===== config.mk =====
export PLATFORM = sky130hd
export DESIGN_NAME = div_tick_pwm
export DESIGN_NICKNAME = d
export VERILOG_FILES = /design/src/rtl/div_tick_pwm.sv
export SDC_FILE = /design/constraint.sdc
export NUM_CORES = 1
export LEC_CHECK = 0
export CAP_MARGIN = 0
export CELL_PAD_IN_SITES_DETAIL_PLACEMENT = 1
export CELL_PAD_IN_SITES_GLOBAL_PLACEMENT = 1
export CORE_ASPECT_RATIO = 1.2
export CORE_MARGIN = 8
export CORE_UTILIZATION = 47
export DETAILED_ROUTE_END_ITERATION = 10
export HOLD_SLACK_MARGIN = 0.08
export PLACE_DENSITY_LB_ADDON = 0.2
export SLEW_MARGIN = 25
export SYNTH_ARGS = -nofsm -noshare
export SYNTH_HDL_FRONTEND = slang
export SYNTH_SLANG_ARGS = --single-unit

===== constraint.sdc =====
create_clock -name clk -period 4.65 [get_ports clk]
set_input_delay 1.395 -clock clk [delete_from_list [all_inputs] [get_ports clk]]
set_output_delay 1.395 -clock clk [all_outputs]
set_load 0.005 [all_outputs]

===== src/rtl/div_tick_pwm.sv =====
// Clock-enable PWM generator: turns divider levels into tick strobes that step a
// period/duty counter whose settings are double-buffered and applied at wrap.
module div_tick_pwm #(
  parameter int WIDTH = 8
) (
  input  logic             clk,
  input  logic             reset,
  input  logic             clk_div2,
  input  logic             clk_div4,
  input  logic [1:0]       rate_sel,
  input  logic             enable,
  input  logic [WIDTH-1:0] period,
  input  logic [WIDTH-1:0] duty,
  input  logic             load,
  output logic             pwm_out,
  output logic             tick,
  output logic             wrap,
  output logic             pending
);

  localparam logic [1:0] RATE_ALL  = 2'd0;
  localparam logic [1:0] RATE_DIV2 = 2'd1;
  localparam logic [1:0] RATE_DIV4 = 2'd2;

  logic             d2_q, d2_d;
  logic             d4_q, d4_d;
  logic [WIDTH-1:0] cnt_q, cnt_d;
  logic [WIDTH-1:0] sh_period_q, sh_period_d;
  logic [WIDTH-1:0] sh_duty_q, sh_duty_d;
  logic [WIDTH-1:0] act_period_q, act_period_d;
  logic [WIDTH-1:0] act_duty_q, act_duty_d;
  logic             pending_q, pending_d;
  logic             pwm_q, pwm_d;
  logic             tick_q, tick_d;
  logic             wrap_q, wrap_d;

  logic rise2, rise4, src, t, at_end;

  always_comb begin
    // NOTE: every signal gets a default before any branch so no latch is inferred.
    src          = 1'b0;
    d2_d         = clk_div2;
    d4_d         = clk_div4;
    cnt_d        = cnt_q;
    sh_period_d  = sh_period_q;
    sh_duty_d    = sh_duty_q;
    act_period_d = act_period_q;
    act_duty_d   = act_duty_q;
    pending_d    = pending_q;

    // Edge registers always run, so switching rate_sel cannot fabricate a rise.
    rise2 = clk_div2 & ~d2_q;
    rise4 = clk_div4 & ~d4_q;
    case (rate_sel)
      RATE_ALL:  src = 1'b1;
      RATE_DIV2: src = rise2;
      RATE_DIV4: src = rise4;
      default:   src = 1'b0;
    endcase
    t      = enable & src;
    at_end = (cnt_q == act_period_q);

    if (!enable) begin
      cnt_d = '0;
    end else if (t) begin
      cnt_d = at_end ? '0 : cnt_q + 1'b1;
    end

    if (t && at_end && pending_q) begin
      act_period_d = sh_period_q;
      act_duty_d   = sh_duty_q;
      pending_d    = 1'b0;
    end

    // A load on the apply cycle lands in the shadow and re-arms pending.
    if (load) begin
      if (enable) begin
        sh_period_d = period;
        sh_duty_d   = duty;
        pending_d   = 1'b1;
      end else begin
        act_period_d = period;
        act_duty_d   = duty;
        pending_d    = 1'b0;
      end
    end

    pwm_d  = enable & (cnt_q < act_duty_q);
    tick_d = t;
    wrap_d = t & at_end;
  end

  always_ff @(posedge clk or negedge reset) begin
    if (!reset) begin
      d2_q         <= 1'b0;
      d4_q         <= 1'b0;
      cnt_q        <= '0;
      sh_period_q  <= '0;
      sh_duty_q    <= '0;
      act_period_q <= '0;
      act_duty_q   <= '0;
      pending_q    <= 1'b0;
      pwm_q        <= 1'b0;
      tick_q       <= 1'b0;
      wrap_q       <= 1'b0;
    end else begin
      // NOTE: non-blocking assignments so every flop sees pre-edge values.
      d2_q         <= d2_d;
      d4_q         <= d4_d;
      cnt_q        <= cnt_d;
      sh_period_q  <= sh_period_d;
      sh_duty_q    <= sh_duty_d;
      act_period_q <= act_period_d;
      act_duty_q   <= act_duty_d;
      pending_q    <= pending_d;
      pwm_q        <= pwm_d;
      tick_q       <= tick_d;
      wrap_q       <= wrap_d;
    end
  end

  assign pwm_out = pwm_q;
  assign tick    = tick_q;
  assign wrap    = wrap_q;
  assign pending = pending_q;

endmodule


==> impl_metrics.csv, run 1 <==
group,metric,value,unit
run_status,status,"finished, final reports clean",
cells_and_area,drive_gt1_frac,0.135,
sta,hold_viol,0,
pwr,switching_power,221,uW
cells_and_area,layout.cells.non_filler,280,
yosys,muxShareOfSynthArea,0.158,
detailed_routing,drt_iter0_markers,63,
detailed_routing,routed_via_density,5.41,
yosys,synth_top_family_by_area,"multiplexers",
yosys,syn-num-nets,224,
clocking,ctsLongestPathBuffers,2,
place,dp_hpwl,3570,um
floorplan,core.rowCount,27,
global_routing,antenna_found_initial,0,
pwr,swShare,0.259,
cells_and_area,n_fill_cell,488,
cells_and_area,final_nets,253,
yosys,synth-simple-area-share,0.104,
floorplan,core,4560,um2
place,post-place-cells,272,
worst_setup_path,reg2regPathDepth,5,
sta,fin_crit,3.43,ns
sta,worst_pin_slew,0.724,ns
sta,finClkSkew,0.00373,ns
pwr,clock_power_share,0.289,
worst_setup_path,slowest_delay,0.49,ns
yosys,synth_top_cell_by_area,"dfrtp_1",
worst_setup_path,r2r_slack,2.35,ns
sta,hold_slack,0.512,ns
yosys,yosysWarningCount,0,
clocking,clk_pin_slew,0.08,ns
detailed_routing,drc,0,
cells_and_area,antenna_cells,0,
pwr,vdd_drop_max,0.000175,V
place,place_ws,0.918,ns
cells_and_area,multi_input_area,1010,um2
sta,post-route-period-util,0.738,
min_path,min_delay_path_depth,1,
pwr,powerDensity,324,nW/um2
global_routing,grt_pass1_wl,8680,um
place,place_area,2530,um2
yosys,ys_types,28,
clocking,cts_root_buf,"clkbuf_8",
yosys,synth-xor-area-share,0.0434,
clocking,cts_tree,"built",
place,gp_congestion,0.798,
worst_setup_path,critPathLaunchType,"input port",
worst_setup_path,r2r_end,"act_duty_q[7]$_DFF_PN0_",
sta,rsz0062_at_grt,"false",
clocking,hold_buffers,0,
sta,setup_viol,0,
global_routing,grt_overflow,0,
yosys,synthCells,192,
detailed_routing,firstDrtPassIters,4,
worst_setup_path,crit_required,4.79,ns
worst_setup_path,regToRegStartpoint,"cnt_q[3]$_DFFE_PN0P_",
cells_and_area,syn2layout_area_growth,18.6,%
worst_setup_path,critPathMaxFanout,16,
pwr,total_power,854,uW
global_routing,grt_pass1_vias,1759,
clocking,clock_sinks,46,
sta,final.setup.tns,0,ns
floorplan,initial_core_util,0.487,
pwr,power_frac_comb,0.158,
yosys,synth_top_area_frac,0.518,
flow_run,cap_violations,0,
cells_and_area,utilization,0.578,
global_routing,grtUsageTotal,0.149,
min_path,holdCritPathClass,"register to register",
floorplan,chipHeight,91.3,um
sta,slew_headroom,0.516,
clocking,cts_buffers,5,
yosys,synth_area_leaders,"dfrtp_1, mux2_2, mux2i_1",
detailed_routing,num_vias,1516,
sta,fin_ws,1.22,ns
floorplan,die_w,78.8,um
min_path,worstHoldStart,"sh_period_q[2]$_DFFE_PN0P_",
global_routing,grt_max_degree,47,
yosys,synth-seq-cells,46,
worst_setup_path,critical_path_class,"input port to register",
detailed_routing,drt-total-wl,4970,um
worst_setup_path,arrival,3.58,ns
pwr,p_seq_frac,0.553,
yosys,avgSynthCellArea,11.6,um2
detailed_routing,ant_nets,0,
yosys,ys_seq_area_frac,0.518,
min_path,hold_path_end,"sh_period_q[2]$_DFFE_PN0P_",
sta,final_max_slew_viol_count,0,
sta,fmax,291,MHz
clocking,cts_setup_buffers,0,
yosys,syn_area,2220,um2
cells_and_area,final_cell_area,2630,um2
clocking,insertion_delay,0.29,ns
pwr,internal_power,633,uW
detailed_routing,wire_per_inst,17.8,um
worst_setup_path,cpMaxStageDelayCell,"clkdlybuf4s50_1",
worst_setup_path,crit_chain,"clkdlybuf4s50_1 -> or3b_4 -> a221oi_4 -> nand4_4 -> mux2i_1 -> o21ai_0",
pwr,leakage,1.30,nW
clocking,cts-resized-gates,0,
yosys,synthAdderAreaFrac,0.0451,
floorplan,ios,28,
cells_and_area,register_area,1150,um2
worst_setup_path,cp-end-kind,"register",
yosys,synth-compound-area-share,0.103,
place,port_buffers,27,
floorplan,die_area,7190,um2
clocking,htree_levels,2,
## worst max path at each step
stage                     start                        end  slack, ns  cells past startpoint
detailed placement  rate_sel[1]       cnt_q[4]$_DFFE_PN0P_       0.92                      6
floorplan           rate_sel[1]  act_period_q[3]$_DFF_PN0_       1.73                      6
finish              rate_sel[1]    act_duty_q[7]$_DFF_PN0_       1.22                      6
global route        rate_sel[1]    act_duty_q[7]$_DFF_PN0_       1.05                      6
CTS                 rate_sel[1]    act_duty_q[7]$_DFF_PN0_       1.15                      6
global placement    rate_sel[1]    act_duty_q[7]$_DFF_PN0_       1.04                      6
## logic make-up (layout without fill, tap and decap cells)
logic type,count (synthesis),count (layout)
muxes,33,33
adders and majority gates,8,8
DFF,46,46
xor gates and xnor gates,11,11
buffers and inverters,15,45
and+or+nand+nor,42,42
AOI/OAI and AO/OA,37,37
## worst max-delay path, delay by kind of cell
family | cells | cell delay, ns
AO/OA/AOI/OAI | 2 | 0.51
AND/OR/NAND/NOR | 2 | 0.85
buffers and inverters | 1 | 0.49
multiplexers | 1 | 0.32
## power groups by stage
stage | Combinational [mW] | Clock, mW | Sequential, mW
global route | 0.152 | 0.267 | 0.478
CTS | 0.138 | 0.256 | 0.473
finish | 0.135 | 0.247 | 0.472
global placement | 0.126 | 0 | 0.477
floorplan | 0.0831 | 0 | 0.469
detailed placement | 0.135 | 0 | 0.480
## routing by layer
| metal | vias up | global-route usage | part of all wire |
|---|---|---|---|
| met5 | - | 0 | 0 |
| met3 | 6 | 0.0266 | 0.029 |
| met2 | 22 | 0.273 | 0.55 |
| met1 | 759 | 0.168 | 0.41 |
| met4 | 0 | 0.0480 | 0.014 |
| li1 | 729 | - | - |
## cell usage after synthesis (all sizes together)
cell and instances:
dfrtp 46, nand2 24, o21ai 22, mux2i 17, mux2 16, inv 10, xor2 9, ha 8
and3 5, nand2b 5, a21oi 4, a31oi 4, clkbuf 4, a21o 2, nand3 2, nor4 2
xnor2 2, a211o 1, a21boi 1, a221oi 1, a22o 1, a22oi 1, buf 1, nand4 1
nor2 1, nor2b 1, or3b 1
## registers in the layout, summed over array words and instances (netlist names)
| register | cells |
|---|---|
| pending | 1 |
| d4_q | 1 |
| d2_q | 1 |
| sh_duty_q | 8 |
| pwm_out | 1 |
| tick | 1 |
| wrap | 1 |
| cnt_q | 8 |
| act_period_q | 8 |
| act_duty_q | 8 |
| sh_period_q | 8 |
## cells in the final DEF (no fill, tap or decap), types with 2 or more instances in the layout
cell             instances
nor4_2                   2
a21o_1                   2
clkdlybuf4s50_1         26
o21ai_0                 12
xnor2_1                  2
mux2i_1                 17
a21oi_1                  4
inv_1                   10
nand2_1                 24
dfrtp_1                 46
a31oi_1                  4
nand3_1                  2
clkbuf_8                 6
and3_1                   5
nand2b_1                 5
xor2_1                   9
ha_1                     8
mux2_2                  16
o21ai_1                 10
## area by class of cell
class	count	share of cell area
Sequential cell	46	0.437
Multi-Input combinational cell	131	0.385
Timing Repair Buffer	27	0.102
Clock buffer	7	0.0328
Tap cell	58	0.0276
Inverter	10	0.0143
Clock inverter	1	0.00190
Power figures use the tool's default switching activity.
==> inputs of run 2 (changes only) <==
Settings changed: CORE_UTILIZATION 47 to 39.
Clock period 4.65 ns to 3.1 ns, I/O delays scaled along.
==> run 2 against run 1 <==
Against the previous run: via count rose by 2.8%; sequential share of layout area shrank 0.49 points; final area grew 1.1%; hold slack improved by 0.0016 ns; cell count increased by 3.9%; utilization fell by 10 points; combinational power up 51%; routed wire length increased by 1.1%; clock-buffer cell count is the same.
==> impl_metrics.csv, run 2 (synthesis gave the netlist of run 1 again) <==
group,metric,value,unit
sta,fin_ws,0.377,ns
global_routing,grt_pass1_vias,1779,
detailed_routing,wire_per_inst,17.3,um
global_routing,grt_overflow,0,
place,port_buffers,27,
floorplan,chipHeight,98.7,um
pwr,power_frac_comb,0.163,
clocking,clk_pin_slew,0.08,ns
floorplan,core,5590,um2
global_routing,grt_pass1_wl,8810,um
sta,slew_headroom,0.585,
sta,hold_viol,0,
sta,rsz0062_at_grt,"false",
worst_setup_path,r2r_end,"act_duty_q[0]$_DFF_PN0_",
worst_setup_path,critical_path_class,"input port to register",
pwr,powerDensity,472,nW/um2
sta,finClkSkew,0.00581,ns
cells_and_area,n_fill_cell,613,
cells_and_area,final_nets,259,
worst_setup_path,arrival,2.93,ns
floorplan,die_w,84.9,um
detailed_routing,routed_via_density,5.35,
cells_and_area,final_common_cell,"dfrtp_1",
min_path,min_delay_path_depth,1,
worst_setup_path,crit_required,3.30,ns
detailed_routing,ant_nets,0,
worst_setup_path,r2r_slack,1.02,ns
clocking,ctsLongestPathBuffers,2,
run_status,status,"finished, final reports clean",
worst_setup_path,critPathMaxFanout,16,
floorplan,core.rowCount,30,
min_path,worstHoldStart,"sh_period_q[1]$_DFFE_PN0P_",
sta,setup_viol,0,
min_path,holdCritPathClass,"register to register",
sta,fin_crit,2.72,ns
sta,fmax,367,MHz
place,gp_congestion,0.756,
sta,post-route-period-util,0.878,
clocking,hold_buffers,0,
pwr,clock_power_share,0.274,
flow_run,cap_violations,0,
place,dp_hpwl,3810,um
floorplan,die_area,8380,um2
detailed_routing,drc,0,
floorplan,initial_core_util,0.397,
global_routing,antenna_found_initial,0,
clocking,cts_buffers,5,
pwr,swShare,0.261,
clocking,clock_sinks,46,
detailed_routing,num_vias,1558,
clocking,htree_levels,2,
sta,worst_pin_slew,0.617,ns
cells_and_area,final_cell_mix,"dfrtp_1, clkdlybuf4s50_1, nand2_1",
pwr,p_seq_frac,0.563,
place,place_ws,0.0715,ns
clocking,cts_tree,"built",
cells_and_area,antenna_cells,0,
global_routing,grtUsageTotal,0.131,
pwr,internal_power,928,uW
cells_and_area,drive_gt1_frac,0.150,
pwr,vdd_drop_max,0.000235,V
sta,final.setup.tns,0,ns
worst_setup_path,critPathLaunchType,"input port",
worst_setup_path,reg2regPathDepth,6,
global_routing,grt_max_degree,33,
detailed_routing,drt-total-wl,5030,um
worst_setup_path,regToRegStartpoint,"cnt_q[3]$_DFFE_PN0P_",
clocking,insertion_delay,0.29,ns
detailed_routing,drt_iter0_markers,44,
clocking,cts-resized-gates,0,
min_path,hold_path_end,"sh_period_q[1]$_DFFE_PN0P_",
sta,final_max_slew_viol_count,0,
cells_and_area,syn2layout_area_growth,19.9,%
pwr,leakage,1.31,nW
worst_setup_path,cp-end-kind,"register",
floorplan,ios,28,
clocking,cts_root_buf,"clkbuf_8",
pwr,switching_power,328,uW
detailed_routing,firstDrtPassIters,4,
clocking,cts_setup_buffers,0,
## run 2: per-stage QoR
step / area (um2) / instances / utilization / power (mW) / hold slack (ns)
after floorplan: 2220 / 192 / - / 0.829 / 0.479
after detailed placement: 2590 / 284 / 0.463 / 0.931 / 0.498
final: 2660 / 291 / 0.476 / 1.26 / 0.514
after CTS: 2660 / 291 / 0.476 / 1.28 / 0.517
after global routing: 2660 / 291 / 0.476 / 1.33 / 0.535
after global placement: 2590 / 284 / 0.463 / 0.912 / 0.491
## run 2: cell type report
type	instances	area (um2)	share of cell area
Sequential cell	46	1150	0.432
Multi-Input combinational cell	131	1010	0.379
Timing Repair Buffer	33	310	0.116
Tap cell	64	80.1	0.0301
Clock buffer	7	76.3	0.0287
Inverter	10	37.5	0.0141
## run 2: worst max path at each step
| stage | start | to | cells past startpoint |
|---|---|---|---|
| finish | clk_div2 | act_duty_q[0]$_DFF_PN0_ | 7 |
| detailed placement | clk_div2 | act_duty_q[0]$_DFF_PN0_ | 7 |
| global route | clk_div2 | act_duty_q[0]$_DFF_PN0_ | 7 |
| CTS | clk_div2 | act_duty_q[0]$_DFF_PN0_ | 7 |
| floorplan | rate_sel[1] | act_period_q[3]$_DFF_PN0_ | 6 |
| global placement | clk_div2 | act_period_q[1]$_DFF_PN0_ | 7 |
## run 2: routing by layer
layer / share of wire / GRT usage / vias up
li1: - / - / 735
met4: 0.011 / 0.0330 / 0
met2: 0.53 / 0.241 / 22
met1: 0.42 / 0.146 / 796
met3: 0.039 / 0.0333 / 5
met5: 0 / 0 / -
## run 2: critical path, cell delays in order
cell	delay, ns
clkdlybuf4s50_1	0.48
or3b_4	0.41
a221oi_4	0.40
nand4_4	0.13
buf_4	0.25
mux2i_1	0.14
o21ai_0	0.18
## run 2: power groups by stage
stage / clock, mW / sequential, mW / combinational, mW
finish: 0.344 / 0.708 / 0.204
detailed placement: 0 / 0.722 / 0.209
global placement: 0 / 0.717 / 0.196
CTS: 0.359 / 0.710 / 0.211
floorplan: 0 / 0.704 / 0.125
global route: 0.383 / 0.717 / 0.231
==> inputs of run 3 (changes only) <==
Settings changed: ABC_AREA from default to 1, CORE_UTILIZATION 39 to 37, REMOVE_ABC_BUFFERS from default to 1.
==> run 3 against run 2 <==
Against the previous run: total power rose by 5.7%; setup slack gained 0.32 ns; first-iteration DRC count up 89%; critical path depth is 3 higher; die area increased by 12%; critical path type unchanged; largest power group unchanged.
==> impl_metrics.csv, run 3 <==
group,metric,value,unit
yosys,ys_types,25,
yosys,yosysMostFrequentCell,"nand2_1",
worst_setup_path,cp_top_family,"buffers and inverters",
cells_and_area,syn2layout_area_growth,18.7,%
detailed_routing,num_vias,2091,
yosys,synth_top_area_frac,0.477,
clocking,insertion_delay,0.30,ns
cells_and_area,final_cell_area,2870,um2
floorplan,chipHeight,105,um
global_routing,grtUsageTotal,0.146,
worst_setup_path,critPathMaxFanout,21,
yosys,synth_flop_cell,"dfrtp_1",
cells_and_area,drive_gt1_frac,0.0680,
yosys,synth_common_cells,"nand2_1, dfrtp_1, inv_1",
detailed_routing,wl_met3,142,um
clocking,ctsLongestPathBuffers,2,
detailed_routing,wire_per_inst,15.0,um
clocking,cts-resized-gates,0,
yosys,synthCells,308,
yosys,synth_area_leaders,"dfrtp_1, nand2_1, inv_1",
clocking,clock_sinks,46,
yosys,synthArstFlopShare,1.00,
worst_setup_path,cpMaxStageDelayCell,"clkdlybuf4s50_1",
worst_setup_path,startpoint,"clk_div2",
floorplan,die_area,9380,um2
cells_and_area,final_cell_mix,"nand2_1, dfrtp_1, inv_1",
detailed_routing,ant_nets,0,
sta,hold_viol,0,
sta,hold_slack,0.518,ns
run_status,status,"finished, final reports clean",
worst_setup_path,r2r_slack,1.23,ns
worst_setup_path,critical_path_class,"input port to register",
worst_setup_path,crit_required,3.34,ns
sta,slew_headroom,0.611,
sta,worst_pin_slew,0.583,ns
worst_setup_path,cp-end-kind,"register",
sta,final.setup.tns,0,ns
yosys,syn_area,2410,um2
yosys,synth-seq-cells,46,
detailed_routing,routed_via_density,4.94,
pwr,powerDensity,464,nW/um2
yosys,synth_top_cell_by_area,"dfrtp_1",
floorplan,core.rowCount,32,
sta,setup_viol,0,
worst_setup_path,arrival,2.64,ns
yosys,avgSynthCellArea,7.84,um2
global_routing,antenna_found_initial,0,
clocking,cts_buffers,5,
detailed_routing,dr_wl_met2,3280,um
worst_setup_path,r2r_end,"act_duty_q[0]$_DFF_PN0_",
detailed_routing,routed.top_layer,"met4",
detailed_routing,met1_length,2860,um
pwr,vdd_drop_max,0.000191,V
pwr,leakage,1.48,nW
cells_and_area,antenna_cells,0,
sta,finClkSkew,0.00553,ns
floorplan,ios,28,
clocking,htree_levels,2,
clocking,cts_root_buf,"clkbuf_8",
worst_setup_path,crit_top_cell,"nand2_1",
worst_setup_path,crit_chain,"clkdlybuf4s50_1 -> inv_1 -> o21ai_0 -> nand2_1 -> nor2_1 -> buf_4 -> nand3_4 -> nand2_1 -> nand3_1 -> nand2_1",
clocking,clk_pin_slew,0.09,ns
floorplan,die_w,89.8,um
cells_and_area,final_common_cell,"nand2_1",
worst_setup_path,regToRegStartpoint,"cnt_q[7]$_DFFE_PN0P_",
yosys,yosysWarningCount,0,
yosys,ys_seq_area_frac,0.477,
place,dp_hpwl,4530,um
sta,rsz0062_at_grt,"false",
sta,fmax,417,MHz
clocking,hold_buffers,0,
floorplan,initial_core_util,0.379,
floorplan,core,6370,um2
worst_setup_path,reg2regPathDepth,10,
worst_setup_path,critPathLaunchType,"input port",
place,port_buffers,27,
place,place_ws,0.386,ns
detailed_routing,drc,0,
place,place_area,2770,um2
worst_setup_path,critPathBufInv,3,
clocking,cts_tree,"built",
flow_run,cap_violations,0,
global_routing,grt_pass1_vias,2364,
global_routing,grt_max_degree,34,
sta,post-route-period-util,0.774,
worst_setup_path,slowest_delay,0.47,ns
min_path,holdCritPathClass,"register to register",
worst_setup_path,setup.worst_path.end,"act_duty_q[0]$_DFF_PN0_",
global_routing,grt_overflow,0,
detailed_routing,drt-total-wl,6370,um
clocking,cts_setup_buffers,0,
sta,fin_crit,2.40,ns
worst_setup_path,cp.depth,10,
sta,final_max_slew_viol_count,0,
detailed_routing,drt_iter0_markers,83,
detailed_routing,firstDrtPassIters,4,
yosys,synth-edff-count,0,
sta,fin_ws,0.701,ns
cells_and_area,final_nets,369,
place,gp_congestion,0.777,
global_routing,grt_pass1_wl,11400,um
-- run 3: changes by cell type in the layout (fill, tap and decap cells not counted), moves of 7 or more --
cell     previous run  this run
o21ai_0            12         5
mux2i_1            17         0
nand2_1            24        84
nor2_1              1        22
nand3_1             2        26
a21oi_1             4        20
nand4_1             0        16
inv_1              10        45
o21ai_1            10         0
mux2_2             16         0
-- run 3: layer usage --
| layer | vias up | global-route usage |
|---|---|---|
| met5 | - | 0 |
| met4 | 0 | 0.0473 |
| met3 | 8 | 0.0296 |
| met2 | 25 | 0.260 |
| met1 | 1023 | 0.171 |
| li1 | 1035 | - |
-- run 3: worst min-delay path by stage --
stage                                     from                         end  slack, ns  cells past startpoint
floorplan             sh_duty_q[0]$_DFFE_PN0P_    sh_duty_q[0]$_DFFE_PN0P_       0.48                      2
global placement    sh_period_q[3]$_DFFE_PN0P_  sh_period_q[3]$_DFFE_PN0P_       0.49                      2
detailed placement  sh_period_q[3]$_DFFE_PN0P_  sh_period_q[3]$_DFFE_PN0P_       0.51                      2
CTS                   sh_duty_q[2]$_DFFE_PN0P_    sh_duty_q[2]$_DFFE_PN0P_       0.52                      2
global route                             reset    sh_duty_q[1]$_DFFE_PN0P_       0.55                      1
finish              sh_period_q[3]$_DFFE_PN0P_  sh_period_q[3]$_DFFE_PN0P_       0.52                      2
-- run 3: layout make-up --
| cell class | instances | area [um2] |
|---|---|---|
| timing repair buffer | 33 | 310 |
| tap | 85 | 106 |
| clock inverter | 1 | 5.00 |
| inverter | 49 | 184 |
| sequential | 46 | 1150 |
| fill | 797 | 3500 |
| multi-input combinational | 202 | 1020 |
| clock buffer | 7 | 86.3 |
-- run 3: kinds of logic after synthesis --
group	synth area share
compound gates	0.0679
xor+xnor	0.0181
fa+ha+maj	0.0415
buf+inv	0.100
flops	0.477
simple gates	0.296
-- run 3: report_power, final --
part / switching, mW / internal [mW] / leakage [nW]
registers: 0.0245 / 0.659 / 0.556
clock network: 0.211 / 0.180 / 0.0482
logic: 0.156 / 0.0967 / 0.876
total: 0.392 / 0.936 / 1.48
-- run 3: worst reg2reg max path, cell delays in order (launching register included) --
cell and delay (ns):
dfrtp_1 0.44, inv_1 0.09, nand2_1 0.07, nand2_1 0.06
nor2_1 0.17, nand2_2 0.11, nor2_8 0.31, nand3_4 0.27
nand2_1 0.12, nand3_1 0.08, nand2_1 0.09
-- run 3: per-stage QoR --
| step | power [mW] | util | cells |
|---|---|---|---|
| 6_report | 1.33 | 0.450 | 423 |
| 5_1_grt | 1.41 | 0.450 | 423 |
| 4_1_cts | 1.35 | 0.450 | 423 |
| 3_5_place_dp | 0.953 | 0.436 | 415 |
| 3_3_place_gp | 0.938 | 0.436 | 415 |
| 2_1_floorplan | 0.838 | - | 297 |
